**src/rtl/phys_mem_pkg.sv**
```systemverilog
// Shared constants for the physical memory controller: address map, write FSM states
// and UART status-bit positions.
package phys_mem_pkg;

   localparam logic [31:0] SRAM_LIMIT     = 32'h0040_0000;
   localparam logic [31:0] UART_DATA_ADDR = 32'h1FD0_03F8;
   localparam logic [31:0] UART_STAT_ADDR = 32'h1FD0_03FC;

   localparam int STAT_TX_RDY   = 0;
   localparam int STAT_RX_AVAIL = 1;
   localparam int STAT_RX_OVR   = 2;

   typedef enum logic [1:0] {
      ST_IDLE     = 2'd0,
      ST_WR_SETUP = 2'd1,
      ST_WR_PULSE = 2'd2,
      ST_WR_HOLD  = 2'd3
   } wr_state_e;

   function automatic logic is_sram(input logic [31:0] a);
      return a < SRAM_LIMIT;
   endfunction

endpackage

```
**src/rtl/phys_mem_ctrl_uart_rx_fifo.sv**
```systemverilog
// UART receive buffer with sticky overrun flag. PHYS_MEM_RX_FIFO_EN selects a DEPTH-entry
// circular FIFO; otherwise a single holding register is used.
module phys_mem_ctrl_uart_rx_fifo
   import phys_mem_pkg::*;
#(
   parameter int DEPTH = 8
) (
   input  logic                   clk,
   input  logic                   rst_n,
   input  logic                   push_i,
   input  logic [7:0]             data_i,
   input  logic                   pop_i,
   input  logic                   ovr_clr_i,
   output logic [7:0]             head_o,
   output logic [$clog2(DEPTH):0] count_o,
   output logic                   ovr_o
);

   logic do_push;
   logic do_pop;
   logic ovr_q;
   logic ovr_d;

`ifdef PHYS_MEM_RX_FIFO_EN
   localparam int PTR_W = $clog2(DEPTH);

   logic [7:0]       mem_q [DEPTH];
   logic [PTR_W-1:0] wr_ptr_q;
   logic [PTR_W-1:0] rd_ptr_q;
   logic [PTR_W:0]   count_q;
   logic [PTR_W:0]   count_d;
   logic             full;
   logic             empty;

   assign full  = (count_q == (PTR_W+1)'(DEPTH));
   assign empty = (count_q == '0);

   assign do_pop  = pop_i && !empty;
   // A pop in the same cycle frees the slot, so a full buffer can still accept the byte.
   assign do_push = push_i && (!full || do_pop);

   always_comb begin
      count_d = count_q;
      if (do_push && !do_pop) begin
         count_d = count_q + (PTR_W+1)'(1);
      end else if (do_pop && !do_push) begin
         count_d = count_q - (PTR_W+1)'(1);
      end
   end

   always_ff @(posedge clk) begin
      if (do_push) begin
         mem_q[wr_ptr_q] <= data_i;
      end
   end

   always_ff @(posedge clk or negedge rst_n) begin
      if (!rst_n) begin
         wr_ptr_q <= '0;
         rd_ptr_q <= '0;
         count_q  <= '0;
      end else begin
         if (do_push) begin
            wr_ptr_q <= wr_ptr_q + PTR_W'(1);
         end
         if (do_pop) begin
            rd_ptr_q <= rd_ptr_q + PTR_W'(1);
         end
         count_q <= count_d;
      end
   end

   assign head_o  = mem_q[rd_ptr_q];
   assign count_o = count_q;
`else
   logic [7:0] hold_q;
   logic       valid_q;

   assign do_pop  = pop_i && valid_q;
   assign do_push = push_i && (!valid_q || do_pop);

   always_ff @(posedge clk or negedge rst_n) begin
      if (!rst_n) begin
         hold_q  <= '0;
         valid_q <= 1'b0;
      end else begin
         if (do_push) begin
            hold_q <= data_i;
         end
         valid_q <= do_push || (valid_q && !do_pop);
      end
   end

   assign head_o  = hold_q;
   assign count_o = {{$clog2(DEPTH){1'b0}}, valid_q};
`endif

   // A dropped byte in the same cycle as a clear wins, so the event is never lost.
   always_comb begin
      ovr_d = ovr_q;
      if (ovr_clr_i) begin
         ovr_d = 1'b0;
      end
      if (push_i && !do_push) begin
         ovr_d = 1'b1;
      end
   end

   always_ff @(posedge clk or negedge rst_n) begin
      if (!rst_n) begin
         ovr_q <= 1'b0;
      end else begin
         ovr_q <= ovr_d;
      end
   end

   assign ovr_o = ovr_q;

endmodule

```
**src/rtl/phys_mem_ctrl.sv**
```systemverilog
// Physical memory controller: decodes MMU accesses onto async SRAM or UART registers.
// Define PHYS_MEM_RX_FIFO_EN for a multi-entry RX FIFO instead of a single holding register.
module phys_mem_ctrl
   import phys_mem_pkg::*;
#(
   parameter int WE_CYCLES     = 2,
   parameter int RX_FIFO_DEPTH = 8
) (
   input  logic        clk,
   input  logic        rst_n,
   input  logic [31:0] addr_i,
   input  logic [31:0] data_in_i,
   input  logic        is_write_i,
   input  logic        is_data_read_i,
   output logic [31:0] data_out_o,
   output logic        busy_o,
   output logic [19:0] ram_addr_o,
   output logic [31:0] ram_data_o,
   input  logic [31:0] ram_data_i,
   output logic        ram_data_oe_o,
   output logic        ram_ce_n_o,
   output logic        ram_oe_n_o,
   output logic        ram_we_n_o,
   output logic [7:0]  uart_tx_data_o,
   output logic        uart_tx_start_o,
   input  logic        uart_tx_busy_i,
   input  logic [7:0]  uart_rx_data_i,
   input  logic        uart_rx_valid_i
);

   localparam int CNT_W    = $clog2(RX_FIFO_DEPTH) + 1;
   localparam int WE_CNT_W = (WE_CYCLES > 1) ? $clog2(WE_CYCLES) : 1;
   localparam logic [WE_CNT_W-1:0] WE_LAST = WE_CNT_W'(WE_CYCLES - 1);

   wr_state_e           state_q, state_d;
   logic [31:0]         addr_q, addr_d;
   logic [31:0]         wdata_q, wdata_d;
   logic [WE_CNT_W-1:0] we_cnt_q, we_cnt_d;

   logic             busy_int;
   logic             wr_sram;
   logic             wr_uart;
   logic             rx_pop;
   logic             ovr_clr;
   logic             rx_avail;
   logic             rx_ovr;
   logic [7:0]       rx_head;
   logic [CNT_W-1:0] rx_count;
   logic [31:0]      status_word;

   assign busy_int = (state_q != ST_IDLE) || is_write_i;
   assign wr_sram  = is_sram(addr_q);
   assign wr_uart  = (addr_q == UART_DATA_ADDR);
   assign rx_avail = (rx_count != '0);
   assign rx_pop   = is_data_read_i && !busy_int && (addr_i == UART_DATA_ADDR) && rx_avail;
   assign ovr_clr  = is_data_read_i && !busy_int && (addr_i == UART_STAT_ADDR);

   phys_mem_ctrl_uart_rx_fifo #(
      .DEPTH (RX_FIFO_DEPTH)
   ) u_rx_fifo (
      .clk       (clk),
      .rst_n     (rst_n),
      .push_i    (uart_rx_valid_i),
      .data_i    (uart_rx_data_i),
      .pop_i     (rx_pop),
      .ovr_clr_i (ovr_clr),
      .head_o    (rx_head),
      .count_o   (rx_count),
      .ovr_o     (rx_ovr)
   );

   always_comb begin
      status_word                = '0;
      status_word[STAT_TX_RDY]   = !uart_tx_busy_i;
      status_word[STAT_RX_AVAIL] = rx_avail;
      status_word[STAT_RX_OVR]   = rx_ovr;
   end

   always_comb begin
      data_out_o = '0;
      if (is_sram(addr_i)) begin
         data_out_o = ram_data_i;
      end else if (addr_i == UART_DATA_ADDR) begin
         data_out_o = {24'b0, (rx_avail ? rx_head : 8'h00)};
      end else if (addr_i == UART_STAT_ADDR) begin
         data_out_o = status_word;
      end
   end

   always_comb begin
      state_d  = state_q;
      addr_d   = addr_q;
      wdata_d  = wdata_q;
      we_cnt_d = we_cnt_q;
      case (state_q)
         ST_IDLE: begin
            if (is_write_i) begin
               addr_d  = addr_i;
               wdata_d = data_in_i;
               state_d = ST_WR_SETUP;
            end
         end
         ST_WR_SETUP: begin
            we_cnt_d = '0;
            state_d  = ST_WR_PULSE;
         end
         ST_WR_PULSE: begin
            if (we_cnt_q == WE_LAST) begin
               state_d = ST_WR_HOLD;
            end else begin
               we_cnt_d = we_cnt_q + WE_CNT_W'(1);
            end
         end
         ST_WR_HOLD: begin
            state_d = ST_IDLE;
         end
         default: begin
            state_d = ST_IDLE;
         end
      endcase
   end

   // Strobes are decoded from the state so a reset pulls them inactive without a clock.
   always_comb begin
      ram_ce_n_o      = 1'b1;
      ram_oe_n_o      = 1'b1;
      ram_we_n_o      = 1'b1;
      ram_data_oe_o   = 1'b0;
      uart_tx_start_o = 1'b0;
      ram_addr_o      = addr_i[21:2];
      if (state_q == ST_IDLE) begin
         if (!is_write_i && rst_n) begin
            ram_ce_n_o = 1'b0;
            ram_oe_n_o = 1'b0;
         end
      end else begin
         ram_addr_o    = addr_q[21:2];
         ram_data_oe_o = 1'b1;
         ram_ce_n_o    = !wr_sram;
         if ((state_q == ST_WR_SETUP) && wr_uart && !uart_tx_busy_i) begin
            uart_tx_start_o = 1'b1;
         end
         if ((state_q == ST_WR_PULSE) && wr_sram) begin
            ram_we_n_o = 1'b0;
         end
      end
   end

   assign busy_o         = rst_n && busy_int;
   assign ram_data_o     = wdata_q;
   assign uart_tx_data_o = wdata_q[7:0];

   always_ff @(posedge clk or negedge rst_n) begin
      if (!rst_n) begin
         state_q  <= ST_IDLE;
         addr_q   <= '0;
         wdata_q  <= '0;
         we_cnt_q <= '0;
      end else begin
         state_q  <= state_d;
         addr_q   <= addr_d;
         wdata_q  <= wdata_d;
         we_cnt_q <= we_cnt_d;
      end
   end

endmodule

```
**config.mk**
```make
export PLATFORM = sky130hd
export DESIGN_NAME = phys_mem_ctrl
export DESIGN_NICKNAME = d
export VERILOG_FILES = /design/src/rtl/phys_mem_pkg.sv /design/src/rtl/phys_mem_ctrl_uart_rx_fifo.sv /design/src/rtl/phys_mem_ctrl.sv
export SDC_FILE = /design/constraint.sdc
export NUM_CORES = 1
export LEC_CHECK = 0
export CORE_AREA = 2 2 120 99
export CTS_CLUSTER_DIAMETER = 60
export DETAILED_ROUTE_END_ITERATION = 7
export DIE_AREA = 0 0 122 101
export PLACE_DENSITY = 0.78
export SYNTH_ARGS = -nofsm -noshare
export SYNTH_HDL_FRONTEND = slang
export SYNTH_HIERARCHICAL = 1
export SYNTH_SLANG_ARGS = --single-unit
```
**constraint.sdc**
```tcl
create_clock -name clk -period 2.3 [get_ports clk]
set_input_delay 0.575 -clock clk [delete_from_list [all_inputs] [get_ports clk]]
set_output_delay 0.575 -clock clk [all_outputs]
set_load 0.01 [all_outputs]
```
==> reports/metrics.csv <==
stage,metric,value,unit
outcome,status,"finished, violations left",
outcome,violations,setup timing,
pwr,peakVddDrop,0.697,mV
finish,diodes,0,
place,dpl.cell_count,694,
finish,area_growth,90.4,%
global_routing,grt_antenna_before_repair,0,
clock_network,hold_buffers,0,
clock_network,htreeDepth,3,
global_routing,grt_pass1_wl,20.3,mm
place,gp_congestion,0.778,
logic_synthesis,synth_top_area_share,48.9,%
critical_path,endpoint_kind,output pin,
clock_network,cts.sinks,77,
pwr,p_comb_share,51.9,%
finish,multi_input_area,2080,um2
sta,period_share,122,%
critical_path,crit_start,addr_i[31],
detailed_routing,wirelength,13.7,mm
logic_synthesis,synth_area_leaders,"dfrtp_1, mux2_1, mux2_2, and2_1, mux2_4",
pwr,p_switching,2.50,mW
finish,ff_latch_area,1930,um2
logic_synthesis,syn_area_per_cell,13.0,um2
floorplanning,io_pins,208,
logic_synthesis,yosys_warnings,6,
pwr,seqPwrFrac,28.6,%
sta,fin_tns_setup,-7430,ps
finish,drive_above_1_share,50.7,%
pwr,cellLeakagePower,3.42,nW
sta,timing.final.ws_setup,-499,ps
floorplanning,core_area,11200,um2
clock_network,cts_buffer_depth,2,
finish,instances_no_fill,748,
logic_synthesis,ys_ff_latch,77,
logic_synthesis,syn_area,3940,um2
global_routing,grt_overflow_total,0,
place,numPortBuffers,207,
sta,setup_viol,38,
finish,final_common_cell,clkdlybuf4s50_1,
clock_network,cts_buffers,9,
global_routing,grt_max_degree,40,
global_routing,grtUsageTotal,21.7,%
critical_path,cp.arrival,2220,ps
min_path,hold_class,input pin to asynchronous set/reset pin,
critical_path,critPathKind,input pin to output pin,
sta,hold_viol_final,0,
sta,max_freq,0.357,GHz
critical_path,r2r_start,state_q[1],
pwr,p_clk_share,19.5,%
clock_network,cts_tree,built,
clock_network,clkLatencyLatePin,330,ps
finish,final_nets,711,
pwr,sw_frac_of_total,30.2,%
logic_synthesis,yosys.area.top_type,dfrtp_1,
global_routing,grt_pass1_vias,3861,
floorplanning,die_y,101,um
logic_synthesis,synthDistinctLibCells,46,
finish,mostFrequentLayoutCells,"clkdlybuf4s50_1, dfrtp_1, buf_4, buf_6, mux2_1",
floorplanning,dieArea,12300,um2
logic_synthesis,netlist_instances,303,
floorplanning,rows,35,
clock_network,root_buffer,clkbuf_16,
detailed_routing,wl_per_cell,18.3,um
sta,finalCriticalPeriod,2800,ps
critical_path,start_kind,input pin,
detailed_routing,first_iter_violations,98,
critical_path,crit_path_max_fanout,3,
logic_synthesis,yosysSeqAreaShare,48.9,%
sta,fin_skew,8.33,ps
detailed_routing,firstDrtPassIters,4,
sta,slew_viol_final,0,
detailed_routing,drt.antenna.violating_nets,0,
pwr,p_int,5.78,mW
detailed_routing,viasPerCell,4.81,
floorplanning,start_util,35.3,%
clock_network,path_clk_slew,50,ps
floorplanning,die_x,122,um
flow_run,maxCapViolations,0,
critical_path,cp.required,1730,ps
place,place_ws,-1090,ps
sta,rsz0062_at_grt,true,
place,hpwl,8.92,mm
detailed_routing,vias,3598,
pwr,power_density,1100,nW/um2
finish,nFillCells,787,
detailed_routing,drc,0,
==> cell families (layout without fill, tap and decap cells) <==
| kind of cell | Yosys count | count (layout) | share of synthesized area, % |
|---|---|---|---|
| flops | 77 | 77 | 48.9 |
| mux | 93 | 93 | 27.3 |
| simple gates | 81 | 81 | 14.6 |
| other cells | 1 | 3 | 0.0951 |
| fa+ha+maj | 4 | 4 | 1.27 |
| compound gates | 15 | 15 | 2.86 |
| buf+inv | 32 | 327 | 4.95 |
==> synthesized netlist by cell type, drive strengths merged <==
master and number:
nor2 3, ha 4, and2b 1, a21oi 4, nor4b 3, nor3b 6, or3b 2, inv 6
and4 2, nand4 3, nor3 3, or4 1, nand3 3, clkbuf 11, a22o 7, and3 1
or4b 1, o21ai 1, o22ai 1, and2 24, nor2b 1, mux2 93, nand3b 1, o32a 1
nand4b 3, nand4bb 1, nor4 10, nand2b 2, buf 15, nand2 10, a32o 1, dfrtp 77
conb 1
==> repair_timing <==
item,in CTS,in global routing
resized for setup,406,89
cloned,4,1
setup buffers,32,15
pin swaps,35,17
endpoints found under the setup margin,68,67
==> critical path, stage by stage <==
cell and delay (ps):
buf_6 100, nor3_4 200, buf_4 150, nand4_1 190, nor4_4 380, buf_4 180, buf_6 100, a32o_1 180
buf_2 160
==> cell type report <==
class / instances / share of cell area [%]
Clock inverter: 4 / 1.30
Timing Repair Buffer: 307 / 39.3
Clock buffer: 10 / 3.18
Tap cell: 148 / 2.47
Inverter: 6 / 0.300
Sequential cell: 77 / 25.7
Multi-Input combinational cell: 196 / 27.7
==> path summary, 6_finish.rpt <==
kind                                  endpoint  slack [ps]  cells past startpoint
max                              data_out_o[1]        -500                      9
min                             ram_data_o[21]          90                      1
max reg2reg                u_rx_fifo/head_o[5]          60                     12
min reg2reg                          addr_q[0]         480                      1
max in group asynchronous        ram_data_o[1]         990                      3
min in group clk                    addr_q[31]         460                      2
==> registers in the layout, summed over array words and instances (netlist names) <==
| signal | cells |
|---|---|
| addr_q | 32 |
| ram_data_o | 32 |
| state_q | 2 |
| u_rx_fifo/head_o | 8 |
| u_rx_fifo/ovr_o | 1 |
| u_rx_fifo/valid_q | 1 |
| we_cnt_q | 1 |
==> metal layers <==
| layer | routed length, um | share of wire [%] | track usage (%) | vias to the layer above |
|---|---|---|---|---|
| li1 | - | - | - | 1663 |
| met1 | 5530 | 40 | 26.8 | 1794 |
| met2 | 7050 | 51 | 36.7 | 115 |
| met3 | 834 | 6.1 | 6.17 | 26 |
| met4 | 292 | 2.1 | 6.90 | 0 |
| met5 | 0 | 0 | 0 | - |
==> power groups by stage <==
stage	Combinational [mW]	Clock, mW	Sequential [mW]
after CTS	3.87	1.64	2.37
after detailed placement	3.60	0	2.36
after global routing	4.58	1.71	2.46
final	4.30	1.61	2.37
after floorplan	1.54	0	2.44
after global placement	3.53	0	2.32
==> through the flow <==
step	cell area (um2)	hold slack [ps]	utilization [%]	power [mW]
2_1_floorplan	3980	279	-	3.97
3_3_place_gp	6540	427	58.6	5.85
3_5_place_dp	6540	429	58.6	5.96
4_1_cts	7310	82.4	65.4	7.88
5_1_grt	7500	76.9	67.2	8.76
6_report	7500	88.4	67.2	8.29
(Power assumes the default switching activity.)
==> RTL edit: new RTL, same settings <==
`addr_q` no longer has a reset.
--- a/src/rtl/phys_mem_ctrl.sv
+++ b/src/rtl/phys_mem_ctrl.sv
@@ -153,16 +153,18 @@
    always_ff @(posedge clk or negedge rst_n) begin
       if (!rst_n) begin
          state_q  <= ST_IDLE;
-         addr_q   <= '0;
          wdata_q  <= '0;
          we_cnt_q <= '0;
       end else begin
          state_q  <= state_d;
-         addr_q   <= addr_d;
          wdata_q  <= wdata_d;
          we_cnt_q <= we_cnt_d;
       end
    end
 
+   always_ff @(posedge clk) begin
+      addr_q <= addr_d;
+   end
+
 endmodule
 
Check against the original RTL: no difference found for any inputs over 10 cycles, from zero or initial values and one cycle with rst_n low; that may be too few to reach the edited logic, so the function may still have changed.
==> RTL edit against the original RTL <==
  * The flow still finishes with violations (negative setup slack)
  * Sequential share of layout area grew 3.4 points
  * Final area down 4.3%
  * Setup slack gained 100 ps
  * Synthesized area decreased by 6.4%
  * Clock power down 11%
  * Routed wire length down 6.7%
  * First-iteration DRC count grew 130%
  * Sequential cell count unchanged
  * Power fell by 16%
  * Die area unchanged
  * Fmax up 3.8%
  * Largest power group unchanged
==> RTL edit: results (changes against the original RTL) <==
[global_routing]
grt_pass1_vias=3637  ; -5.8%
grtUsageMet2_pct=37.65  ; +0.95 points
grt_util_met1_pct=25.80  ; -0.96 points

[timing]
setup_viol_count_final=40  ; +5.3%
setup_ws_ps=-397.9  ; +101.3 ps
tns_ps=-6212  ; +1214 ps
skew_ps=8.124  ; -0.2088 ps

[finish]
drive_above_1_share_pct=53.56  ; +2.9 points
fin_nets=656  ; -7.7%

[status]
violations=negative setup slack
status=complete, but fails checks

[clock_tree]
clk_pin_slew_ps=60

[worst_setup_path]
crit_slowest_cell=or4_4
critPathCapture=data_out_o[5]
arrival_ps=2120  ; -100 ps
rrSetupSlack_ps=180  ; +120 ps

[place]
pre_cts_slack_ps=-1071  ; +23.18 ps
routabilityCongestion=0.7820  ; +0.54%

[routing]
wl_met1_mm=5.203  ; -6.0%
wl_per_cell_um=18.40  ; +0.41%
dr_total_vias=3290  ; -8.6%
wl_met3_um=662  ; -21%
initialDrtViolationCount=225  ; +130%

[logic_synthesis]
async_reset_ff_share_pct=58.44  ; -42 points
synth_commonest_cells=52 x mux2_2, 45 x dfrtp_1, 32 x edfxtp_1
yosys-top-cells-area=dfrtp_1 31%, edfxtp_1 26%, mux2_2 16%, and2_1 4.1%, mux2_4 3.3%

[pwr]
vdd_ir_drop_max_uv=482.0  ; -31%
p_leak_nw=3.100  ; -9.4%

[RTL edit: changes by cell type after synthesis, moves of 2 or more]
cell / change
mux2_2: +14
clkbuf_1: -3
inv_1: +2
buf_1: +3
nor3_1: +2
dfrtp_1: -32
nand4_1: +2
edfxtp_1: +32
nor2b_1: +2
nor4b_1: +2
mux2_1: -47
[RTL edit: power breakdown]
part	leakage [nW]	internal [mW]	switching, mW
clock	0.139	0.844	0.597
sequential	0.826	1.90	0.245
combinational	2.14	2.06	1.28
total	3.10	4.80	2.12
[RTL edit: cell type report]
type / count / area (um2)
Tap cell: 148 / 185.2
Sequential cell: 77 / 2087
Inverter: 7 / 26.28
Timing Repair Buffer: 280 / 2790
Clock inverter: 7 / 73.82
Clock buffer: 9 / 225.2
Multi-Input combinational cell: 167 / 1793
Fill cell: 865 / 3986
[RTL edit: cells by family (layout without fill, tap and decap cells)]
group                    after synthesis  count (layout)  synth area share, %
AO/OA/AOI/OAI                         15              15                3.054
AND/OR/NAND/NOR                       85              85                15.44
other                                  1               3               0.1017
flip-flops                            77              77                56.60
multiplexers                          60              60                19.14
buffers and inverters                 30             303                4.310
adder cells (fa/ha/maj)                4               4                1.357
[RTL edit: repair_timing]
item	4_1_cts	5_1_grt
gates cloned	9	0
gates resized for setup	419	93
buffers inserted	28	9
pin swaps	29	21
endpoints found under the setup margin	68	67
hold buffers	0	0
[RTL edit: stage by stage]
stage | total power [mW] | instances | hold slack (ps) | instance area, um2
2_1_floorplan | 3.365 | 274 | 279.4 | 3745
3_3_place_gp | 4.860 | 647 | 432.7 | 6210
3_5_place_dp | 4.944 | 647 | 441.9 | 6210
4_1_cts | 7.130 | 699 | 74.88 | 7169
5_1_grt | 7.262 | 695 | 90.64 | 7181
6_report | 6.921 | 695 | 93.90 | 7181
